==> config.mk <==
export PLATFORM = sky130hd
export DESIGN_NAME = pc_fetch_ctrl
export DESIGN_NICKNAME = d
export VERILOG_FILES = /design/src/rtl/pc_fetch_ctrl.sv
export SDC_FILE = /design/constraint.sdc
export NUM_CORES = 1
export LEC_CHECK = 0
export ABC_AREA = 1
export CAP_MARGIN = 20
export CORE_ASPECT_RATIO = 1.2
export CORE_UTILIZATION = 39
export DETAILED_ROUTE_END_ITERATION = 8
export PLACE_DENSITY = 0.84
export SETUP_SLACK_MARGIN = 0.15
export SYNTH_ARGS = -nofsm -noshare
export SYNTH_HDL_FRONTEND = slang
export SYNTH_SLANG_ARGS = --single-unit
==> constraint.sdc <==
create_clock -name Clk -period 1.5 [get_ports Clk]
set_input_delay 0.45 -clock Clk [delete_from_list [all_inputs] [get_ports Clk]]
set_output_delay 0.45 -clock Clk [all_outputs]
set_load 0.02 [all_outputs]
==> src/rtl/pc_fetch_ctrl.sv <==
`default_nettype none
// ============================================================================
//  Module   : pc_fetch_ctrl
//  Purpose  : Architectural PC register and single-outstanding instruction
//             fetch sequencer. Issues fetch requests, buffers the returned
//             word for decode and applies branch/jump redirects, squashing
//             any fetch that is still in flight.
//  Revision : 1.0  initial release
// ============================================================================
module pc_fetch_ctrl #(
    parameter logic [31:0] RESET_PC = 32'h0000_0000
) (
    input  logic        Clk,
    input  logic        Rst,

    // PC+4 adder loop
    output logic [31:0] Pc_Out,
    input  logic [31:0] Pc_Add_In,

    // Redirect from execute
    input  logic        Redirect_Valid,
    input  logic [31:0] Redirect_Target,

    // Instruction memory request / response
    output logic        Imem_Req_Valid,
    input  logic        Imem_Req_Ready,
    output logic [31:0] Imem_Req_Addr,
    input  logic        Imem_Rsp_Valid,
    input  logic [31:0] Imem_Rsp_Data,

    // Decode interface
    output logic        Inst_Valid,
    input  logic        Inst_Ready,
    output logic [31:0] Inst_Out,
    output logic [31:0] Inst_Pc,

    // Redirect target had non-zero low bits (pulse, one cycle late)
    output logic        Misaligned_Err
);

    // IDLE : first cycle out of reset, nothing outstanding
    // REQ  : request presented to memory
    // WAIT : request accepted, response pending and still wanted
    // DRAIN: request accepted, response pending but squashed by a redirect
    // HOLD : fetched word buffered, offered to decode
    typedef enum logic [2:0] {
        ST_IDLE  = 3'd0,
        ST_REQ   = 3'd1,
        ST_WAIT  = 3'd2,
        ST_DRAIN = 3'd3,
        ST_HOLD  = 3'd4
    } state_t;

    state_t      state_q, state_d;
    logic [31:0] pc_q, pc_d;
    logic [31:0] inst_q, inst_d;
    logic [31:0] inst_pc_q, inst_pc_d;
    logic        mis_q, mis_d;

    logic [31:0] redir_pc;
    logic        req_hs;

    // Redirect targets are forced to word alignment; the low bits only
    // feed the error pulse.
    assign redir_pc = {Redirect_Target[31:2], 2'b00};
    assign req_hs   = (state_q == ST_REQ) && Imem_Req_Ready;

    // State, PC, instruction buffer and error pulse registers
    always_ff @(posedge Clk) begin
        if (Rst) begin
            state_q   <= ST_IDLE;
            pc_q      <= RESET_PC;
            inst_q    <= 32'h0;
            inst_pc_q <= 32'h0;
            mis_q     <= 1'b0;
        end else begin
            state_q   <= state_d;
            pc_q      <= pc_d;
            inst_q    <= inst_d;
            inst_pc_q <= inst_pc_d;
            mis_q     <= mis_d;
        end
    end

    // Next-state, PC selection and instruction capture
    always_comb begin
        state_d   = state_q;
        pc_d      = pc_q;
        inst_d    = inst_q;
        inst_pc_d = inst_pc_q;
        mis_d     = Redirect_Valid && (Redirect_Target[1:0] != 2'b00);

        unique case (state_q)
            ST_IDLE: begin
                if (Redirect_Valid) begin
                    pc_d = redir_pc;
                end
                state_d = ST_REQ;
            end

            ST_REQ: begin
                // A redirect may retarget a pending request; once the
                // handshake happens the old address is already consumed
                // and its response must be drained.
                if (Redirect_Valid) begin
                    pc_d    = redir_pc;
                    state_d = req_hs ? ST_DRAIN : ST_REQ;
                end else if (req_hs) begin
                    state_d = ST_WAIT;
                end
            end

            ST_WAIT: begin
                if (Redirect_Valid) begin
                    pc_d    = redir_pc;
                    // Response arriving with the redirect is dropped here,
                    // so nothing is left outstanding.
                    state_d = Imem_Rsp_Valid ? ST_REQ : ST_DRAIN;
                end else if (Imem_Rsp_Valid) begin
                    inst_d    = Imem_Rsp_Data;
                    inst_pc_d = pc_q;
                    pc_d      = Pc_Add_In;
                    state_d   = ST_HOLD;
                end
            end

            ST_DRAIN: begin
                if (Redirect_Valid) begin
                    pc_d = redir_pc;
                end
                if (Imem_Rsp_Valid) begin
                    state_d = ST_REQ;
                end
            end

            ST_HOLD: begin
                // A redirect alongside Inst_Ready still counts the word as
                // delivered; downstream flushes it.
                if (Redirect_Valid) begin
                    pc_d    = redir_pc;
                    state_d = ST_REQ;
                end else if (Inst_Ready) begin
                    state_d = ST_REQ;
                end
            end

            default: begin
                state_d = ST_IDLE;
            end
        endcase
    end

    assign Pc_Out         = pc_q;
    assign Imem_Req_Addr  = pc_q;
    assign Imem_Req_Valid = (state_q == ST_REQ);
    assign Inst_Valid     = (state_q == ST_HOLD);
    assign Inst_Out       = inst_q;
    assign Inst_Pc        = inst_pc_q;
    assign Misaligned_Err = mis_q;

endmodule
`default_nettype wire

==> metrics <==
outcome finished, violations left; failing checks negative setup slack; max_cap viols 0; vias in the first global route 4,305; Clock Path Buffers 2; H-tree levels 3; Synth Area in XOR/XNOR 0%; routed len/inst 15.8 um; Fin Setup TNS -0.0702 ns; Iteration-0 DRC Markers 160; Static Leak 0.00372 uW; Worst Hold Launch Inst_Out[14]; CTS Hold Buffers Added 0; CP Capture Type flip-flop; Tightest Pin Transition 0.307 ns; max_slew headroom 79.4%; area of the multi-input gates 2290 um^2; worst hold endpoint Inst_Out[14]; commonest cells after routing, fill and taps aside clkdlybuf4s50_1, nor2_1, dfxtp_1, buf_2; crit path cell chain buf_6 -> buf_6 -> nor2_4 -> nand3_2 -> nand3_4 -> buf_12 -> clkbuf_16 -> nand2_2 -> nand2_1 -> nor2_1; most common cell after layout, fill and taps aside clkdlybuf4s50_1; Seq/Total Area, Yosys 45.7%; Fill cells 845; Synth Area in Compound Gates 14.6%; Post-Synth Adder-Cell Area 0%; initial core utilization 39.8%; initial antenna violation count 0; Final ANT Viol Nets 0; FP Rows 42; Syn Area/Cell 6.93 um^2; Fmax 656 MHz; Setup violations, final 5; nets@finish 967; main combinational cell family by area after synthesis simple AND/OR/NAND/NOR gates; GPL Wtd Cong 0.850; final period utilization 102%; die area 11,700 um^2; global-route wire length before repair 20.9 mm; Clock transition at path regs 0.06 ns; grt total ovfl 0; critical path's largest stage delay 0.33 ns; reg2reg setup slack -0.03 ns; # diodes 0; Worst path slowest cell dfxtp_2; core area 11,000 um^2; Synth top area share 45.7%; worst hold path class flip-flop to flip-flop; Placed Area 6710 um^2; Worst Path Arrival 1.76 ns; worst setup margin -0.0252 ns; Syn Inst Count 632; CP most frequent cell buf_6; via count 4,888; P&R area growth vs syn 80.2%; Syn Nets 734; HPWL after DPL 8.74 mm; layout cell share with drive strength beyond 1 44.4%; Seq cells post-synth 100; Yosys top cell by area dfxtp_1; Crit Path Max Fanout 7; vias per cell 4.88; Post-Syn Area 4380 um^2; RR Endpoint Imem_Req_Addr[13]; clk root buf clkbuf_16; die height 118 um; hold_ws 0.478 ns; ranking of synthesized cells by area dfxtp_1, nor2_1, nand2_1; Routed WL 15.8 mm; critical path class flip-flop to flip-flop; TritonCTS clock tree built; Clock Skew 0.00509 ns; multiplexer share of the synthesized area 0%; Yosys Warn Count 0; power per cell area 928 nW/um^2; number of buffers created by CTS 9; gr usage total 22.8%; Hold Path Depth 2; Hold Fails Final Rpt 0; Worst-Skew Late Latency 0.34 ns; CP startpoint kind flip-flop; reg2reg start state_q[2]; DR pass1 iterations 4; TritonCTS Sinks 100; cell area after layout 7890 um^2; Port Buffers 232; Critical Path RT 1.73 ns; FF/Latch Area 2030 um^2; VDD IR-drop max 0.000606 V; Setup WS pre-CTS -0.424 ns; Max Slew Vio Count 0; synth unique cells 19; minimum clock period 1.53 ns; # IOs 233; Worst R2R Path Depth 10; largest net degree at the start of global routing 41; Residual DRC 0; Synth Area in Simple Gates 23.5%; RSZ-0062 raised after global routing true; die width 98.7 um
## cells in the mapped netlist
cell type,number
inv_1,68
o21ai_1,61
buf_4,32
nand3_1,5
nor2_4,1
nand2_1,105
a21oi_1,32
nand3_2,3
nor3_1,2
buf_6,4
nor2_2,1
clkbuf_1,12
nor2_1,144
o21ai_0,35
buf_2,20
inv_2,5
dfxtp_1,100
or2_2,1
nand4_1,1
## cell families after synthesis
| logic type | count (synthesis) |
|---|---|
| and+or+nand+nor | 263 |
| buffers and inverters | 141 |
| AOI/OAI and AO/OA | 128 |
| DFF | 100 |
## worst max path at each step
stage	start	end	slack [ns]	cells past startpoint
floorplan	state_q[0]	Imem_Req_Valid	0.17	2
global placement	Redirect_Valid	Imem_Req_Addr[6]	-0.38	8
detailed placement	Redirect_Valid	Imem_Req_Addr[4]	-0.42	8
CTS	state_q[1]	Inst_Valid	-0.0002	4
global route	state_q[1]	Imem_Req_Addr[13]	-0.1	11
finish	state_q[2]	Imem_Req_Addr[13]	-0.03	10
## worst max-delay path: cells and delay by family, from the launching register on
family        cells  cell delay [ns]
flops             1             0.33
buf+inv           4             0.54
simple gates      6             0.54
## layer usage
metal	GRT usage (%)	up-vias	routed length (um)
met4	11.9	0	572
met5	0	-	0
met2	41.6	167	8750
li1	-	2392	-
met3	4.28	42	718
met1	24.5	2287	5770
## state kept, by name, indices dropped and copies added, names as in the netlist
name / count
Imem_Req_Addr: 32
Inst_Out: 32
Inst_Pc: 32
Misaligned_Err: 1
state_q: 3
## through the flow
step	instances	util, %	total power, uW
floorplan	632	-	3910
global placement	950	61.1	4670
detailed placement	950	61.1	4690
CTS	979	63.1	6970
global route	1001	71.8	7630
finish	1001	71.8	7320
## repair_timing
item / CTS / global route
gates cloned: 5 / 17
resized for setup: 646 / 203
pin swaps: 27 / 86
endpoints found under the setup margin: 228 / 140
buffers inserted: 9 / 5
hold endpoints to repair: 0 / 0
## power by group
group	leakage, uW	internal, uW	switching, uW	total (uW)
clock	0.000140	1330	945	2270
combinational	0.00276	997	1120	2110
sequential	0.000823	2810	122	2930
total	0.00372	5140	2190	7320
## final cells by class
type,count,share of cell area (%)
sequential,100,25.8
multi-input combinational,391,29.0
tap,132,2.09
clock inverter,2,0.444
timing repair buffer,290,35.7
inverter,73,3.73
clock buffer,13,3.17
No activity file was read; power rests on OpenSTA's default activity.
